==> src/rtl/uart_pkg.sv <==
// rtl/uart_pkg.sv - shared UART frame states, baud divisors, frame constants and parity helper
package uart_pkg;

   typedef enum logic [2:0] {
      IDLE,
      START,
      DATA,
      PARITY,
      STOP
   } frame_state_e;

   localparam int SAMPLES_PER_BIT = 16;
   localparam int FRAME_BITS      = 11;
   localparam int BAUD_DIV_W      = 14;

   // Clocks per sample pulse at 50 MHz for 16x oversampling.
   function automatic logic [BAUD_DIV_W-1:0] baud_divisor(input logic [2:0] sel);
      case (sel)
         3'b000:  return 14'd10417;
         3'b001:  return 14'd2604;
         3'b010:  return 14'd651;
         3'b011:  return 14'd326;
         3'b100:  return 14'd163;
         3'b101:  return 14'd81;
         3'b110:  return 14'd54;
         default: return 14'd27;
      endcase
   endfunction

   function automatic logic even_parity(input logic [7:0] d);
      return ^d;
   endfunction

endpackage

==> src/rtl/uart_transmitter_if.sv <==
// rtl/uart_transmitter_if.sv - byte write handshake and serial status of the UART transmitter
interface uart_transmitter_if #(
   parameter int DATA_BITS = 8
) ();
   logic                 Tx_EN;
   logic                 Tx_WR;
   logic [DATA_BITS-1:0] Tx_DATA;
   logic                 TxD;
   logic                 Tx_BUSY;
   logic                 Tx_DONE;

   modport master (
      output Tx_EN, Tx_WR, Tx_DATA,
      input  TxD, Tx_BUSY, Tx_DONE
   );

   modport slave (
      input  Tx_EN, Tx_WR, Tx_DATA,
      output TxD, Tx_BUSY, Tx_DONE
   );
endinterface

==> src/rtl/baud_controller.sv <==
// rtl/baud_controller.sv - free-running divider producing one sample-enable pulse per divisor period
module baud_controller
   import uart_pkg::*;
(
   input  logic       clk,
   input  logic       reset,
   input  logic [2:0] baud_select,
   output logic       sample_enable_o
);

   logic [BAUD_DIV_W-1:0] div;
   logic [BAUD_DIV_W-1:0] cnt_q, cnt_d;
   logic                  pulse_q, pulse_d;

   assign div = baud_divisor(baud_select);

   // >= keeps the divider from running away when the rate drops to a smaller divisor.
   always_comb begin
      pulse_d = (cnt_q >= div - 14'd1);
      cnt_d   = pulse_d ? '0 : cnt_q + 14'd1;
   end

   always_ff @(posedge clk) begin
      if (reset) begin
         cnt_q   <= '0;
         pulse_q <= 1'b0;
      end else begin
         cnt_q   <= cnt_d;
         pulse_q <= pulse_d;
      end
   end

   assign sample_enable_o = pulse_q;

endmodule

==> src/rtl/uart_transmitter.sv <==
// rtl/uart_transmitter.sv - serialises one byte per write as start, 8 data LSB first, even parity, stop
module uart_transmitter #(
   parameter int SAMPLES_PER_BIT = uart_pkg::SAMPLES_PER_BIT,
   parameter int DATA_BITS       = 8
) (
   input  logic              clk,
   input  logic              reset,
   input  logic [2:0]        baud_select,
   uart_transmitter_if.slave tx
);
   import uart_pkg::*;

   localparam int CNT_W = $clog2(SAMPLES_PER_BIT);
   localparam int IDX_W = $clog2(DATA_BITS);

   frame_state_e         state_q, state_d;
   logic [DATA_BITS-1:0] shift_q, shift_d;
   logic                 parity_q, parity_d;
   logic [IDX_W-1:0]     idx_q, idx_d;
   logic [CNT_W-1:0]     cnt_q, cnt_d;
   logic                 txd_q, txd_d;
   logic                 done_q, done_d;
   logic                 Tx_sample_ENABLE;
   logic                 bit_end;

   baud_controller u_baud (
      .clk             (clk),
      .reset           (reset),
      .baud_select     (baud_select),
      .sample_enable_o (Tx_sample_ENABLE)
   );

   assign bit_end = Tx_sample_ENABLE && (cnt_q == CNT_W'(SAMPLES_PER_BIT - 1));

   always_comb begin
      state_d  = state_q;
      shift_d  = shift_q;
      parity_d = parity_q;
      idx_d    = idx_q;
      cnt_d    = cnt_q;
      done_d   = 1'b0;

      if (!tx.Tx_EN) begin
         state_d = IDLE;
         idx_d   = '0;
         cnt_d   = '0;
      end else begin
         if (state_q != IDLE && Tx_sample_ENABLE) begin
            cnt_d = cnt_q + 1'b1;
         end
         if (bit_end) begin
            cnt_d = '0;
         end
         case (state_q)
            IDLE: begin
               cnt_d = '0;
               // The Tx_DONE cycle still rejects writes so frames are always separated.
               if (tx.Tx_WR && !done_q) begin
                  shift_d  = tx.Tx_DATA;
                  parity_d = even_parity(tx.Tx_DATA);
                  idx_d    = '0;
                  state_d  = START;
               end
            end
            START: begin
               if (bit_end) begin
                  idx_d   = '0;
                  state_d = DATA;
               end
            end
            DATA: begin
               if (bit_end) begin
                  shift_d = shift_q >> 1;
                  if (idx_q == IDX_W'(DATA_BITS - 1)) begin
                     idx_d   = '0;
                     state_d = PARITY;
                  end else begin
                     idx_d = idx_q + 1'b1;
                  end
               end
            end
            PARITY: begin
               if (bit_end) begin
                  state_d = STOP;
               end
            end
            STOP: begin
               if (bit_end) begin
                  state_d = IDLE;
                  done_d  = 1'b1;
               end
            end
            default: state_d = IDLE;
         endcase
      end

      case (state_d)
         START:   txd_d = 1'b0;
         DATA:    txd_d = shift_d[0];
         PARITY:  txd_d = parity_d;
         default: txd_d = 1'b1;
      endcase
   end

   always_ff @(posedge clk) begin
      if (reset) begin
         state_q  <= IDLE;
         shift_q  <= '0;
         parity_q <= 1'b0;
         idx_q    <= '0;
         cnt_q    <= '0;
         txd_q    <= 1'b1;
         done_q   <= 1'b0;
      end else begin
         state_q  <= state_d;
         shift_q  <= shift_d;
         parity_q <= parity_d;
         idx_q    <= idx_d;
         cnt_q    <= cnt_d;
         txd_q    <= txd_d;
         done_q   <= done_d;
      end
   end

   assign tx.TxD     = txd_q;
   assign tx.Tx_BUSY = (state_q != IDLE);
   assign tx.Tx_DONE = done_q;

endmodule
==> src/flat_wrapper.sv <==
// flat-port wrapper written by rule: the top's interface ports become plain ports
module uart_transmitter_flat import uart_pkg::*;
#(
   parameter int SAMPLES_PER_BIT = uart_pkg::SAMPLES_PER_BIT,
   parameter int DATA_BITS       = 8
)
  (clk, reset, baud_select, tx_Tx_EN, tx_Tx_WR, tx_Tx_DATA, tx_TxD, tx_Tx_BUSY, tx_Tx_DONE);
  uart_transmitter_if #(.DATA_BITS(DATA_BITS)) tx_i ();
  input  logic clk;
  input  logic reset;
  input  logic [2:0] baud_select;
  input wire logic [$bits(tx_i.Tx_EN)-1:0] tx_Tx_EN;
  input wire logic [$bits(tx_i.Tx_WR)-1:0] tx_Tx_WR;
  input wire logic [$bits(tx_i.Tx_DATA)-1:0] tx_Tx_DATA;
  output wire logic [$bits(tx_i.TxD)-1:0] tx_TxD;
  output wire logic [$bits(tx_i.Tx_BUSY)-1:0] tx_Tx_BUSY;
  output wire logic [$bits(tx_i.Tx_DONE)-1:0] tx_Tx_DONE;
  assign tx_i.Tx_EN = tx_Tx_EN;
  assign tx_i.Tx_WR = tx_Tx_WR;
  assign tx_i.Tx_DATA = tx_Tx_DATA;
  assign tx_TxD = tx_i.TxD;
  assign tx_Tx_BUSY = tx_i.Tx_BUSY;
  assign tx_Tx_DONE = tx_i.Tx_DONE;
  uart_transmitter #(.SAMPLES_PER_BIT(SAMPLES_PER_BIT), .DATA_BITS(DATA_BITS)) u_core (.clk(clk), .reset(reset), .baud_select(baud_select), .tx(tx_i));
endmodule
==> config.mk <==
export PLATFORM = sky130hd
export DESIGN_NAME = uart_transmitter_flat
export DESIGN_NICKNAME = d
export VERILOG_FILES = /design/src/rtl/uart_pkg.sv /design/src/rtl/uart_transmitter_if.sv /design/src/rtl/baud_controller.sv /design/src/rtl/uart_transmitter.sv /design/src/flat_wrapper.sv
export SDC_FILE = /design/constraint.sdc
export NUM_CORES = 1
export LEC_CHECK = 0
export CAP_MARGIN = 25
export CORE_MARGIN = 2
export CORE_UTILIZATION = 35
export CTS_BUF_LIST = sky130_fd_sc_hd__clkbuf_4 sky130_fd_sc_hd__clkbuf_8
export CTS_CLUSTER_SIZE = 12
export DETAILED_ROUTE_END_ITERATION = 16
export GPL_ROUTABILITY_DRIVEN = 0
export GPL_TIMING_DRIVEN = 0
export PLACE_DENSITY_LB_ADDON = 0.1
export SYNTH_ARGS = -nofsm -noshare
export SYNTH_HDL_FRONTEND = slang
export SYNTH_SLANG_ARGS = --single-unit
==> constraint.sdc <==
create_clock -name clk -period 3 [get_ports clk]
set_input_delay 0.6 -clock clk [delete_from_list [all_inputs] [get_ports clk]]
set_output_delay 0.6 -clock clk [all_outputs]
set_load 0.02 [all_outputs]
==> flow_summary_export.csv, run 1 <==
group,metric,value,unit
timing,rsz0062_at_grt,"no",
timing,drv_slew,0,
logic_synthesis,synth-simple-area-share,0.2588,
timing,setup_viol,0,
clock_tree,htree_levels,2,
worst_hold_path,min_path_type,"flip-flop to flip-flop",
global_route,grt_use_met3,0.02868,
global_route,grt_pass1_wl,8121,um
logic_synthesis,ys_warn_count,0,
critical_path,cpPeakStageDelay,370,ps
run_status,status,"complete, no violations",
timing,slew_headroom,0.5866,
critical_path,r2r_slack,1060,ps
cells_and_area,fill_cells,646,
worst_hold_path,worstHoldEndpoint,"u_core.u_baud.cnt_q[0]",
run,cap_viol_max_count,0,
worst_hold_path,min_path_cells,1,
clock_tree,clk_pin_slew,80,ps
timing,worst_slew_pin_slew,616.7,ps
timing,fin_ws,167.9,ps
logic_synthesis,synth-edff-count,0,
critical_path,path_max_fanout,5,
power_and_ir_drop,clock_power_share,0.345,
clock_tree,root_buffer,"clkbuf_8",
logic_synthesis,ys_seq_elements,36,
global_route,grt_max_degree,13,
detailed_routing,ant_nets,0,
logic_synthesis,syn_area,2228,sq um
die,io_pins,18,
die,rows,29,
cells_and_area,layout_commonest_cell,"dfxtp_1",
timing,period_share,0.9440,
worst_hold_path,hold_path_startpoint,"u_core.u_baud.cnt_q[0]",
clock_tree,cts_tree,"done",
detailed_routing,drtIter0Drc,29,
critical_path,cp-start-kind,"input pin",
power_and_ir_drop,ir_worst_vdd,0.0001854,V
die,fp.coreArea,6241,sq um
detailed_routing,drt_pass1_iterations,5,
critical_path,regToRegEndpoint,"u_core.u_baud.cnt_q[12]",
clock_tree,clk_path_buf_depth,2,
logic_synthesis,yosysSeqAreaShare,0.3234,
critical_path,critPathRequiredTime,3160,ps
clock_tree,cts_sinks,36,
power_and_ir_drop,internal_power,0.0007476,W
placement,dp_slack,-944.5,ps
global_route,grt_pass1_vias,1746,
logic_synthesis,synth_top_family_by_area,"simple AND/OR/NAND/NOR gates",
detailed_routing,vias,1802,
logic_synthesis,ys_types,50,
detailed_routing,vias_per_cell,5.019,
logic_synthesis,muxShareOfSynthArea,0.03144,
power_and_ir_drop,swShare,0.2703,
die,dieArea,7021,sq um
logic_synthesis,synthAdderAreaFrac,0.1067,
detailed_routing,wl_per_cell,13.18,um
global_route,use_met2,0.2473,
detailed_routing,wl,4731,um
power_and_ir_drop,powerDensity,380.0,nW/um^2
global_route,grtUsageTotal,0.1423,
critical_path,worstReg2RegStart,"u_core.u_baud.cnt_q[0]",
logic_synthesis,synth_xor_area_frac,0.1022,
timing,fin_setup_tns,0,ps
global_route,use_met1,0.1748,
timing,hold_violations,0,
die,start_util,0.3571,
cells_and_area,syn2layout_area_growth,21.00,%
global_route,antenna_found_initial,0,
global_route,globalRouteOverflowTotal,0,
clock_tree,cts_buffers,5,
cells_and_area,drive_gt1_frac,0.1879,
logic_synthesis,syn_inst,253,
critical_path,worst-r2r-cell-count,9,
critical_path,arrival,2990,ps
cells_and_area,diodes,0,
critical_path,slowest_stage,"o31ai_4",
critical_path,cp_cell_sequence,"dlygate4sd2_1 -> clkbuf_8 -> nand2_2 -> mux2i_4 -> ha_4 -> buf_4 -> o21bai_1 -> a21oi_1 -> ha_1 -> nand4_1 -> o221ai_2 -> a31oi_2 -> o31ai_4 -> buf_6 -> nor3_1",
logic_synthesis,synth_top_flop_cell,"dfxtp_1",
logic_synthesis,synth.avg_cell_area,8.808,sq um
detailed_routing,drcViolationCount,0,
timing,period_minus_slack,2832,ps
power_and_ir_drop,p_sw,0.0002769,W
placement,io_buffers,14,
power_and_ir_drop,seq_power_share,0.488,
clock_tree,clk_latency,290,ps
power_and_ir_drop,combinationalPowerShare,0.168,
critical_path,endpoint_kind,"flip-flop",
critical_path,worst-setup-path-type,"input pin to flip-flop",
global_route,gr-max-usage-layer,"met2",
die,die_w,83.79,um
clock_tree,ctsHoldBuffers,0,
timing,skew,5.818,ps
die,die_h,83.79,um
power_and_ir_drop,leakage,1.057,nW
cells_and_area,layout.cells.most_common_list,"dfxtp_1, nand2_1, nor2_1",
timing,fmax,353.1,MHz
logic_synthesis,synth-compound-area-share,0.1364,
cells_and_area,fin_nets,315,
placement,post-dp-hpwl,3406,um
logic_synthesis,async_flop_share,0,
area by class of cell:
class	count	area [sq um]	share of cell area
Clock buffer	6	76.32	0.02831
Buffer	11	86.33	0.03202
Inverter	5	18.77	0.006961
Tap cell	77	96.34	0.03573
Multi-Input combinational cell	202	1490	0.5527
Sequential cell	36	720.7	0.2673
Clock inverter	2	16.27	0.006032
Timing Repair Buffer	20	191.4	0.07100
power groups by stage:
stage / Combinational (W) / Sequential [W] / Clock, W
6_report: 0.000172 / 0.000500 / 0.000353
5_1_grt: 0.000192 / 0.000501 / 0.000393
4_1_cts: 0.000166 / 0.000500 / 0.000372
3_5_place_dp: 0.000156 / 0.000511 / 0
3_3_place_gp: 0.000156 / 0.000511 / 0
2_1_floorplan: 0.000112 / 0.000510 / 0
kinds of logic (layout without fill, tap and decap cells):
group                      count (synthesis)  after routing
other                                      1              2
muxes                                      7              7
adders and majority gates                 19             19
DFF                                       36             36
buffers and inverters                     16             44
xor gates and xnor gates                  26             26
and+or+nand+nor                          106            106
AOI/OAI and AO/OA                         42             42
Yosys cell counts, types with 2 or more instances:
cell	instances	area share
dfxtp_1	36	0.32
nand2_1	22	0.037
nor2_1	22	0.037
ha_1	19	0.11
nor3_1	16	0.036
xor2_1	14	0.055
xnor2_1	12	0.047
a21oi_1	11	0.025
o21ai_0	8	0.018
mux2i_1	7	0.031
nor2_2	7	0.020
a311oi_1	6	0.024
clkbuf_1	6	0.010
nand3_1	6	0.013
nand2b_1	4	0.011
nand4_1	4	0.011
a21o_1	3	0.010
and2_1	3	0.0084
and3_1	3	0.0084
buf_6	3	0.015
inv_1	3	0.0051
nor3_2	3	0.013
or3_1	3	0.0084
a31oi_1	2	0.0056
inv_2	2	0.0034
nor2b_1	2	0.0056
nor3b_1	2	0.0067
o21bai_1	2	0.0067
critical path: cells and delay by family:
kind                     cells  cell delay, ps
multiplexers                 1              90
buffers and inverters        4             690
AO/OA/AOI/OAI                5             900
AND/OR/NAND/NOR              3             230
adder cells (fa/ha/maj)      2             480
layer usage:
| layer | vias to the layer above | share of wire |
|---|---|---|
| met1 | 837 | 0.49 |
| li1 | 940 | - |
| met2 | 23 | 0.48 |
| met5 | - | 0 |
| met3 | 2 | 0.029 |
| met4 | 0 | 0.0076 |
registers in the layout (all words and copies together) (netlist names):
| signal | cells |
|---|---|
| u_core.shift_q | 8 |
| u_core.tx.Tx_DONE | 1 |
| u_core.tx.TxD | 1 |
| u_core.u_baud.cnt_q | 14 |
| u_core.state_q | 3 |
| u_core.cnt_q | 4 |
| u_core.idx_q | 3 |
| u_core.u_baud.sample_enable_o | 1 |
| u_core.parity_q | 1 |
per-stage QoR:
step / util / hold slack, ps / power [W] / cell area [sq um] / cells
floorplan: - / 444.9 / 0.0006211 / 2241 / 254
global route: 0.4320 / 502.6 / 0.001086 / 2696 / 359
detailed placement: 0.3970 / 472.9 / 0.0006664 / 2477 / 345
global placement: 0.3970 / 469.8 / 0.0006666 / 2477 / 345
finish: 0.4320 / 478.3 / 0.001025 / 2696 / 359
CTS: 0.4250 / 482.0 / 0.001038 / 2653 / 358
worst max-delay path by stage:
| stage | startpoint | end | slack [ps] | cells past startpoint |
|---|---|---|---|---|
| floorplan | baud_select[0] | u_core.u_baud.cnt_q[10] | 0.7 | 14 |
| global placement | baud_select[2] | u_core.u_baud.cnt_q[13] | -890 | 15 |
| detailed placement | baud_select[2] | u_core.u_baud.cnt_q[2] | -940 | 15 |
| CTS | baud_select[2] | u_core.u_baud.cnt_q[2] | 90 | 16 |
| global route | baud_select[2] | u_core.u_baud.cnt_q[12] | 7 | 15 |
| finish | baud_select[2] | u_core.u_baud.cnt_q[12] | 170 | 15 |
what timing repair did:
item | in CTS | in global routing
endpoints found under the setup margin | 15 | 15
gates resized for setup | 12 | 6
setup buffers | 4 | 1
cloned | 1 | 0
pin swaps | 6 | 5
Power figures use the tool's default switching activity.
==> inputs of run 2 (changes only) <==
SYNTH_HIERARCHICAL = 1   (was not set)
TNS_END_PERCENT = 5   (was not set)
clock period = 3.4 ns   (was 3 ns; I/O delays follow)
==> flow_summary_export.csv, run 2 <==
group,metric,value,unit
cells_and_area,layout_commonest_cell,"dfxtp_1",
timing,slew_headroom,0.6268,
critical_path,crit_top_cell,"ha_1",
cells_and_area,postLayoutCellArea,2739,sq um
logic_synthesis,async_flop_share,0,
detailed_routing,drt_pass1_iterations,4,
cells_and_area,seqCellArea,720.7,sq um
global_route,antenna_found_initial,0,
global_route,grtUsageTotal,0.1383,
clock_tree,root_buffer,"clkbuf_8",
cells_and_area,syn2layout_area_growth,14.07,%
die,dieArea,7539,sq um
critical_path,critPathTopFamily,"compound AO/OA/AOI/OAI gates",
logic_synthesis,ys_seq_elements,36,
timing,skew,16.56,ps
critical_path,arrival,3330,ps
run_status,status,"complete, no violations",
timing,holdWs,485.7,ps
cells_and_area,fin_nets,305,
global_route,grt_pass1_vias,1772,
clock_tree,ctsHoldBuffers,0,
detailed_routing,drcViolationCount,0,
clock_tree,cts_tree,"done",
die,fp.coreArea,6719,sq um
placement,io_buffers,14,
logic_synthesis,yosys.area.top_type,"dfxtp_1",
logic_synthesis,synth.avg_cell_area,9.604,sq um
die,io_pins,18,
cells_and_area,drive_gt1_frac,0.1838,
timing,period_share,0.9221,
die,die_w,86.83,um
cells_and_area,layout.cells.most_common_list,"dfxtp_1, nor2_1, xnor2_1",
logic_synthesis,yosys-top-cells-area,"dfxtp_1, ha_1, nor4_2",
clock_tree,cts_buffers,5,
logic_synthesis,ys_warn_count,6,
die,rows,30,
logic_synthesis,synth_top_cell_area_share,0.3002,
clock_tree,clk_path_buf_depth,2,
cells_and_area,largest_reg_flops,14,
detailed_routing,wl,4902,um
placement,post-dp-hpwl,3685,um
run,cap_viol_max_count,0,
critical_path,cpPeakStageDelay,290,ps
logic_synthesis,syn_area,2401,sq um
power_and_ir_drop,leakage,1.043,nW
detailed_routing,vias,1828,
logic_synthesis,synth_top_flop_cell,"dfxtp_1",
critical_path,endpoint_kind,"flip-flop",
logic_synthesis,synth-edff-count,0,
timing,fmax,319.0,MHz
global_route,globalRouteOverflowTotal,0,
die,die_h,86.83,um
critical_path,worst-setup-path-type,"input pin to flip-flop",
logic_synthesis,post-synth-top-count-cell,"dfxtp_1",
global_route,grt_pass1_wl,8238,um
timing,period_minus_slack,3135,ps
clock_tree,post_cts_buffers,0,
clock_tree,htree_levels,2,
timing,worst_slew_pin_slew,559.8,ps
power_and_ir_drop,powerDensity,333.8,nW/um^2
logic_synthesis,syn_inst,250,
placement,place_area,2645,sq um
critical_path,cp-start-kind,"input pin",
detailed_routing,vias_per_cell,5.193,
detailed_routing,wl_per_cell,13.93,um
detailed_routing,drtIter0Drc,57,
cells_and_area,reg.largest.list,"u_core/u_baud/cnt_q (14), u_core/shift_q (8), u_core/cnt_q (4)",
cells_and_area,multi_input_area,1564,sq um
cells_and_area,diodes,0,
logic_synthesis,ys_types,54,
timing,drv_slew,0,
critical_path,cp_cell_sequence,"clkbuf_1 -> nand2_1 -> mux2i_2 -> ha_1 -> nor2_1 -> a21oi_1 -> a2bb2oi_1 -> ha_1 -> and4_4 -> a221oi_2 -> o21ai_2 -> buf_6 -> nor4_2",
timing,setup_viol,0,
worst_hold_path,min_path_type,"flip-flop to flip-flop",
cells_and_area,top_register,"u_core/u_baud/cnt_q",
critical_path,slowest_stage,"ha_1",
die,start_util,0.3574,
timing,fin_setup_tns,0,ps
power_and_ir_drop,ir_worst_vdd,0.0002391,V
global_route,grt_max_degree,12,
cells_and_area,fill_cells,685,
timing,rsz0062_at_grt,"no",
logic_synthesis,synthTopCellsByCount,"dfxtp_1, nor2_1, xnor2_1",
critical_path,critPathRequiredTime,3600,ps
clock_tree,clk_pin_slew,80,ps
critical_path,path_buf_inv,2,
detailed_routing,ant_nets,0,
clock_tree,clk_latency,300,ps
timing,hold_violations,0,
clock_tree,cts_sinks,36,
critical_path,path_max_fanout,10,
logic_synthesis,yosysSeqAreaShare,0.3002,
[run 2: changes by cell type in the layout (fill, tap and decap cells not counted), sizes merged, moves of 4 or more]
cell	delta
mux2i	+4
a22o	+7
nor3	-15
nor4	+16
nor2	-5
xor2	-9
and2	-5
xnor2	+8
nand2	-7
a311oi	-5
nor2b	+4
[run 2: power by group]
part | total, W | switching [W] | internal [W]
Combinational | 0.000146 | 0.0000739 | 0.0000718
Clock | 0.000330 | 0.000158 | 0.000173
Sequential | 0.000438 | 0.00000762 | 0.000431
Total | 0.000914 | 0.000239 | 0.000675
[run 2: worst paths after layout]
path | from | end | slack [ps] | cells past startpoint
worst min register to register | u_core/idx_q[1] | u_core/idx_q[1] | 490 | 2
worst min-delay path | u_core/idx_q[1] | u_core/idx_q[1] | 490 | 2
worst max register to register | u_core/cnt_q[0] | u_core/shift_q[5] | 1420 | 7
worst max-delay path | baud_select[1] | u_core/u_baud/cnt_q[6] | 260 | 13
[run 2: worst reg2reg max path, cell delays in order (launching register included)]
cell and delay (ps):
dfxtp_1 330, ha_1 230, and4_1 200, buf_2 150, and3_1 190, o21ai_2 460
mux2i_1 260, nor2_1 50
[run 2: layout make-up]
class / instances / area share
Inverter: 5 / 0.006852
Clock inverter: 1 / 0.002741
Multi-Input combinational cell: 195 / 0.5710
Tap cell: 80 / 0.03655
Buffer: 14 / 0.03746
Clock buffer: 7 / 0.03289
Sequential cell: 36 / 0.2631
Timing Repair Buffer: 14 / 0.04934
[run 2: per-layer routing]
| layer | track usage | share of wire | vias to the layer above |
|---|---|---|---|
| met1 | 0.1788 | 0.49 | 852 |
| met3 | 0.03238 | 0.031 | 6 |
| met5 | 0 | 0 | - |
| met2 | 0.2297 | 0.47 | 23 |
| met4 | 0.03835 | 0.0098 | 0 |
| li1 | - | - | 947 |
[run 2: kinds of logic (layout without fill, tap and decap cells)]
group,after synthesis,count (layout),share of synthesized area
XOR/XNOR,25,25,0.09119
AND/OR/NAND/NOR,96,96,0.2725
other,1,2,0.001562
adder cells (fa/ha/maj),19,19,0.09901
AO/OA/AOI/OAI,42,42,0.1381
multiplexers,11,11,0.04586
flip-flops,36,36,0.3002
buffers and inverters,20,41,0.05159
[run 2: what timing repair did]
item | 4_1_cts | 5_1_grt
cloned | 0 | 0
setup endpoints to repair | 15 | 12
hold endpoints to repair | 0 | 0
resized for setup | 1 | 5
[run 2: through the flow]
stage          cells    util  setup slack [ps]   power, W
5_1_grt          352  0.4076             13.40  0.0009662
3_3_place_gp     345  0.3937            -570.9  0.0005948
6_report         352  0.4076             264.9  0.0009143
4_1_cts          352  0.4074             103.7  0.0009331
3_5_place_dp     345  0.3937            -585.8  0.0005946
2_1_floorplan    251       -             217.0  0.0005536
